<file path="config.mk">
export PLATFORM = sky130hd
export DESIGN_NAME = reg_writeback_arbiter
export DESIGN_NICKNAME = d
export VERILOG_FILES = /design/src/rtl/reg_writeback_arbiter.sv
export SDC_FILE = /design/constraint.sdc
export NUM_CORES = 1
export LEC_CHECK = 0
export BUFFER_PORTS_ARGS = -buffer_cell sky130_fd_sc_hd__buf_2
export CORE_AREA = 8 8 218 137
export DETAILED_ROUTE_END_ITERATION = 8
export DIE_AREA = 0 0 226 145
export PLACE_DENSITY = 0.74
export SLEW_MARGIN = 20
export SYNTH_ARGS = -nofsm -noshare
export SYNTH_HDL_FRONTEND = slang
export SYNTH_HIERARCHICAL = 1
export SYNTH_SLANG_ARGS = --single-unit
export TNS_END_PERCENT = 5
</file>
<file path="constraint.sdc">
create_clock -name clk -period 3 [get_ports clk]
set_input_delay 0.45 -clock clk [delete_from_list [all_inputs] [get_ports clk]]
set_output_delay 0.45 -clock clk [all_outputs]
set_load 0.1 [all_outputs]
</file>
<file path="src/rtl/reg_writeback_arbiter.sv">
// Integer register-file write front end: one result FIFO per source (ALU, LSU)
// feeding a single registered write port through a round-robin arbiter.

module reg_writeback_fifo #(
   parameter int DATA_W = 32,
   parameter int ADDR_W = 5,
   parameter int DEPTH  = 4
) (
   input  logic                    clk,
   input  logic                    rst,
   input  logic                    i_push,
   input  logic [ADDR_W-1:0]       i_addr,
   input  logic [DATA_W-1:0]       i_data,
   input  logic                    i_pop,
   output logic                    o_ready,
   output logic                    o_nonempty,
   output logic [ADDR_W-1:0]       o_head_addr,
   output logic [DATA_W-1:0]       o_head_data,
   output logic [$clog2(DEPTH):0]  o_count
);
   localparam int PTR_W = $clog2(DEPTH);
   localparam int CNT_W = PTR_W + 1;
   localparam int ENT_W = ADDR_W + DATA_W;

   logic [ENT_W-1:0] r_mem [DEPTH];
   logic [PTR_W-1:0] r_wptr;
   logic [PTR_W-1:0] r_rptr;
   logic [CNT_W-1:0] r_count;
   logic             w_push_ok;
   logic             w_pop_ok;

   // Ready looks only at occupancy, so a full FIFO refuses a push even while it is popping.
   assign o_ready    = (r_count != CNT_W'(DEPTH));
   assign o_nonempty = (r_count != {CNT_W{1'b0}});
   assign w_push_ok  = i_push && o_ready;
   assign w_pop_ok   = i_pop && o_nonempty;
   assign {o_head_addr, o_head_data} = r_mem[r_rptr];
   assign o_count    = r_count;

   // Entry storage, written on an accepted push; no reset needed on the data path
   always_ff @(posedge clk) begin
      if (w_push_ok) begin
         r_mem[r_wptr] <= {i_addr, i_data};
      end
   end

   // Pointers wrap naturally at a power-of-two depth; the count separates full from empty
   always_ff @(posedge clk) begin
      if (rst) begin
         r_wptr  <= {PTR_W{1'b0}};
         r_rptr  <= {PTR_W{1'b0}};
         r_count <= {CNT_W{1'b0}};
      end else begin
         if (w_push_ok) begin
            r_wptr <= r_wptr + PTR_W'(1'b1);
         end
         if (w_pop_ok) begin
            r_rptr <= r_rptr + PTR_W'(1'b1);
         end
         case ({w_push_ok, w_pop_ok})
            2'b10:   r_count <= r_count + CNT_W'(1'b1);
            2'b01:   r_count <= r_count - CNT_W'(1'b1);
            default: r_count <= r_count;
         endcase
      end
   end
endmodule

module reg_writeback_arbiter #(
   parameter int DATA_W     = 32,
   parameter int ADDR_W     = 5,
   parameter int FIFO_DEPTH = 4
) (
   input  logic              clk,
   input  logic              rst,
   input  logic              rdy,
   input  logic              alu_valid,
   output logic              alu_ready,
   input  logic [ADDR_W-1:0] alu_addr,
   input  logic [DATA_W-1:0] alu_data,
   input  logic              lsu_valid,
   output logic              lsu_ready,
   input  logic [ADDR_W-1:0] lsu_addr,
   input  logic [DATA_W-1:0] lsu_data,
   output logic              we,
   output logic [ADDR_W-1:0] waddr,
   output logic [DATA_W-1:0] wdata,
   output logic [2:0]        pending
);
   localparam int CNT_W = $clog2(FIFO_DEPTH) + 1;

   typedef enum logic {
      GRANT_ALU = 1'b0,
      GRANT_LSU = 1'b1
   } grant_e;

   grant_e            r_last_grant;
   logic              r_we;
   logic [ADDR_W-1:0] r_waddr;
   logic [DATA_W-1:0] r_wdata;

   logic              w_alu_nonempty;
   logic              w_lsu_nonempty;
   logic [ADDR_W-1:0] w_alu_head_addr;
   logic [DATA_W-1:0] w_alu_head_data;
   logic [ADDR_W-1:0] w_lsu_head_addr;
   logic [DATA_W-1:0] w_lsu_head_data;
   logic [CNT_W-1:0]  w_alu_count;
   logic [CNT_W-1:0]  w_lsu_count;
   logic              w_grant_alu;
   logic              w_grant_lsu;

   function automatic logic [2:0] sat_pending(input logic [CNT_W-1:0] a,
                                              input logic [CNT_W-1:0] b);
      logic [CNT_W:0] total;
      total = {1'b0, a} + {1'b0, b};
      if (total > (CNT_W+1)'(3'd7)) begin
         return 3'd7;
      end else begin
         return total[2:0];
      end
   endfunction

   reg_writeback_fifo #(
      .DATA_W (DATA_W),
      .ADDR_W (ADDR_W),
      .DEPTH  (FIFO_DEPTH)
   ) u_alu_fifo (
      .clk         (clk),
      .rst         (rst),
      .i_push      (alu_valid),
      .i_addr      (alu_addr),
      .i_data      (alu_data),
      .i_pop       (w_grant_alu),
      .o_ready     (alu_ready),
      .o_nonempty  (w_alu_nonempty),
      .o_head_addr (w_alu_head_addr),
      .o_head_data (w_alu_head_data),
      .o_count     (w_alu_count)
   );

   reg_writeback_fifo #(
      .DATA_W (DATA_W),
      .ADDR_W (ADDR_W),
      .DEPTH  (FIFO_DEPTH)
   ) u_lsu_fifo (
      .clk         (clk),
      .rst         (rst),
      .i_push      (lsu_valid),
      .i_addr      (lsu_addr),
      .i_data      (lsu_data),
      .i_pop       (w_grant_lsu),
      .o_ready     (lsu_ready),
      .o_nonempty  (w_lsu_nonempty),
      .o_head_addr (w_lsu_head_addr),
      .o_head_data (w_lsu_head_data),
      .o_count     (w_lsu_count)
   );

   // Round-robin grant: contention goes to the source that did not win last time
   always_comb begin
      w_grant_alu = 1'b0;
      w_grant_lsu = 1'b0;
      if (!rdy) begin
         w_grant_alu = 1'b0;
         w_grant_lsu = 1'b0;
      end else if (w_alu_nonempty && w_lsu_nonempty) begin
         if (r_last_grant == GRANT_LSU) begin
            w_grant_alu = 1'b1;
         end else begin
            w_grant_lsu = 1'b1;
         end
      end else if (w_alu_nonempty) begin
         w_grant_alu = 1'b1;
      end else if (w_lsu_nonempty) begin
         w_grant_lsu = 1'b1;
      end else begin
         w_grant_alu = 1'b0;
         w_grant_lsu = 1'b0;
      end
   end

   // Write port: an x0 entry still consumes its grant slot but never raises we
   always_ff @(posedge clk) begin
      if (rst) begin
         r_we         <= 1'b0;
         r_waddr      <= {ADDR_W{1'b0}};
         r_wdata      <= {DATA_W{1'b0}};
         r_last_grant <= GRANT_LSU;
      end else if (w_grant_alu) begin
         r_we         <= (w_alu_head_addr != {ADDR_W{1'b0}});
         r_waddr      <= w_alu_head_addr;
         r_wdata      <= w_alu_head_data;
         r_last_grant <= GRANT_ALU;
      end else if (w_grant_lsu) begin
         r_we         <= (w_lsu_head_addr != {ADDR_W{1'b0}});
         r_waddr      <= w_lsu_head_addr;
         r_wdata      <= w_lsu_head_data;
         r_last_grant <= GRANT_LSU;
      end else begin
         r_we         <= 1'b0;
      end
   end

   assign we      = r_we;
   assign waddr   = r_waddr;
   assign wdata   = r_wdata;
   assign pending = sat_pending(w_alu_count, w_lsu_count);
endmodule

</file>
==> results.toml <==
[synthesis]
ys_seq_elements = 353
synthArstFlopShare_pct = 0
ys_warn_count = 6
synthAdderAreaFrac_pct = 1.60
synth-edff-count = 296
synthTopCellsByCount = "edfxtp_1 (296), mux4_2 (60), dfxtp_1 (57)"
yosysMostFrequentCell = "edfxtp_1"
synth_top_area_share_pct = 64.0
yosys.area.top_type = "edfxtp_1"
muxShareOfSynthArea_pct = 12.8
seq_area_frac_synth_pct = 72.2
ys.flop_type = "edfxtp_1"
synth-simple-area-share_pct = 5.09
synth_area_leaders = "edfxtp_1 (64%), mux4_2 (9.7%), dfxtp_1 (8.2%)"
synth_nets = 829
netlist_area_um2 = 13900
synth-xor-area-share_pct = 0.505
synthCells = 734
syn_avg_cell_area_um2 = 18.9
synth_top_family_by_area = "multiplexers"
ys_types = 39
synth_compound_area_share_pct = 5.06

[clock_tree]
cts_buffers = 31
cts_buffer_depth = 3
h-tree-depth = 1
postCtsHoldBufs = 0
cts.sinks = 353
cts_tree = "done"
cts-root-buf = "clkbuf_16"
clk_pin_slew_ps = 70
clk_latency_ps = 550

[drt]
wl_per_cell_um = 22.8
drt-met1-wl_um = 13600
vias = 7131
first_pass_iters = 4
routed-wl-met3_um = 2440
dr_wl_met2_um = 12200
drt_wl_total_um = 28900
ant_nets = 0
highest_layer = "met5"
drt_iter0_drc = 503
vias_per_cell = 5.64
drcViolationCount = 0

[global_route]
groute.usage.overall_pct = 17.2
grt_pass1_vias = 7063
grt_pass1_wl_um = 43300
gr-total-overflow = 0
grt_max_degree = 39
antenna_found_initial = 9

[worst_setup_path]
critPathRequiredTime_ps = 2550
path_class = "reg2out"
end_kind = "output pin"
worstSetupStartpointType = "flop"
crit_path_max_fanout = 6
reg2reg_setup_slack_ps = 250
cp.arrival_ps = 2460

[placement]
gp_congestion = 0.793
io_buffers = 121
place_ws_ps = 293
place_hpwl_um = 19600

[pwr]
ir_drop_mv = 0.654
power.total_w = 0.0143
powerDensity_nw_per_um2 = 896
power_switching_w = 0.00508
p_comb_share_pct = 29.1
clkPwrFrac_pct = 28.0
switching_share_pct = 35.6
seq_power_share_pct = 42.9
p_leak_nw = 5.40
internal_power_w = 0.00921

[sta]
maxSlewHeadroom_pct = 61.1
fmax_mhz = 343
finalHoldViolCount = 0
drv_slew = 0
setup_viol = 0
tightest_slew_ps = 576
period_share_pct = 97.2
finalWorstSetupSlack_ps = 85.3
finClkSkew_ps = 17.1
period_needed_ps = 2910

[floorplanning]
io_pins = 122
coreArea_um2 = 26800
initial_utilization_pct = 51.9
rows = 47
die_w_um = 226
die_h_um = 145
die_area_um2 = 32800

[run_status]
status = "complete, no violations"

[job]
drv_cap = 0

[cells_and_area]
final_nets = 965
fillCellCount = 1961
drive_above_1_share_pct = 30.8
syn_to_final_growth_pct = 14.8

[worst_hold_path]
hold_path.class = "in2reg"
[per-layer routing]
| layer | track usage [%] | up-vias |
|---|---|---|
| met3 | 4.25 | 49 |
| met2 | 23.9 | 254 |
| met1 | 27.0 | 3570 |
| li1 | - | 3242 |
| met4 | 3.37 | 16 |
| met5 | 0 | - |
[worst max-delay path, cell delays in order (launching register included)]
cell and delay [ps]:
dfxtp_1 320, buf_4 140, ha_2 200, inv_1 50, fa_1 400, a211oi_2 220
mux2i_1 90, or2_2 280, buf_6 190
[final cells by class]
class,instances,area [um^2],share of cell area [%]
Tap cell,367,459,2.88
Antenna cell,3,7.51,0.0471
Multi-Input combinational cell,320,3490,21.9
Inverter,16,60.1,0.377
Timing Repair Buffer,148,852,5.35
Clock inverter,18,209,1.31
Clock buffer,39,826,5.18
Sequential cell,353,10000,63.0
[stage by stage]
step                      hold slack, ps  setup TNS [ps]  utilization (%)  cell area (um^2)  std cells
final                                111               0             59.6             15900       1264
after global routing                 102           -14.5             59.5             15900       1262
after CTS                           96.1               0             59.5             15900       1261
after detailed placement             512               0             55.6             14900       1204
after global placement               507               0             55.6             14900       1204
after floorplan                      482               0                -             13900        734
[state kept, by name, indices dropped and copies added (netlist names), named ones only]
name / count
u_alu_fifo/r_mem: 148
u_lsu_fifo/r_mem: 148
wdata: 32
waddr: 5
u_alu_fifo/o_count: 3
u_lsu_fifo/o_count: 3
u_alu_fifo/r_rptr: 2
u_alu_fifo/r_wptr: 2
u_lsu_fifo/r_rptr: 2
u_lsu_fifo/r_wptr: 2
r_last_grant: 1
we: 1
[cell families (layout without fill, tap and decap cells)]
family                     after synthesis  count (layout)
AOI/OAI and AO/OA                       94              94
xor gates and xnor gates                 8               8
adders and majority gates               16              16
buffers and inverters                   61             221
DFF                                    353             353
muxes                                   79              79
other                                    0               3
and+or+nand+nor                        123             123
[cell usage in the layout (no fill, tap or decap), types with 5 or more instances in the layout]
master / netlist / routed
mux4_1: 14 / 14
clkbuf_1: 15 / 6
nor3_1: 37 / 37
o21bai_1: 37 / 37
clkbuf_16: 0 / 31
nor2_1: 21 / 21
clkinv_2: 0 / 8
ha_1: 13 / 12
xor2_1: 6 / 6
nand2_1: 5 / 5
nand2b_1: 5 / 5
dfxtp_1: 57 / 54
a21oi_1: 6 / 6
a211oi_1: 38 / 37
edfxtp_1: 296 / 296
buf_4: 0 / 24
nor3b_1: 37 / 37
inv_1: 16 / 16
mux4_2: 60 / 60
buf_2: 18 / 120
[worst paths after layout]
check	startpoint	end	cells past startpoint
worst max-delay path	u_lsu_fifo/o_count[0]$_SDFFE_PP0P_	pending[2]	8
worst min-delay path	lsu_data[18]	u_lsu_fifo/r_mem[1][18]$_DFFE_PP_	1
worst max register to register	u_lsu_fifo/o_count[1]$_SDFFE_PP0P_	u_alu_fifo/o_count[2]$_SDFFE_PP0P_	11
worst min register to register	u_alu_fifo/r_wptr[1]$_SDFFE_PP0P_	u_alu_fifo/r_wptr[1]$_SDFFE_PP0P_	2
[power groups by stage]
stage          clock (W)  combinational [W]  sequential, W
2_1_floorplan          0            0.00191        0.00760
3_3_place_gp           0            0.00410        0.00623
3_5_place_dp           0            0.00414        0.00624
4_1_cts          0.00407            0.00415        0.00614
5_1_grt          0.00424            0.00438        0.00617
6_report         0.00400            0.00416        0.00613
[timing repair]
action / CTS / global route
endpoints found under the setup margin: 1 / 1
setup buffers: 0 / 0
gates resized for setup: 2 / 3
Power figures use the tool's default switching activity.
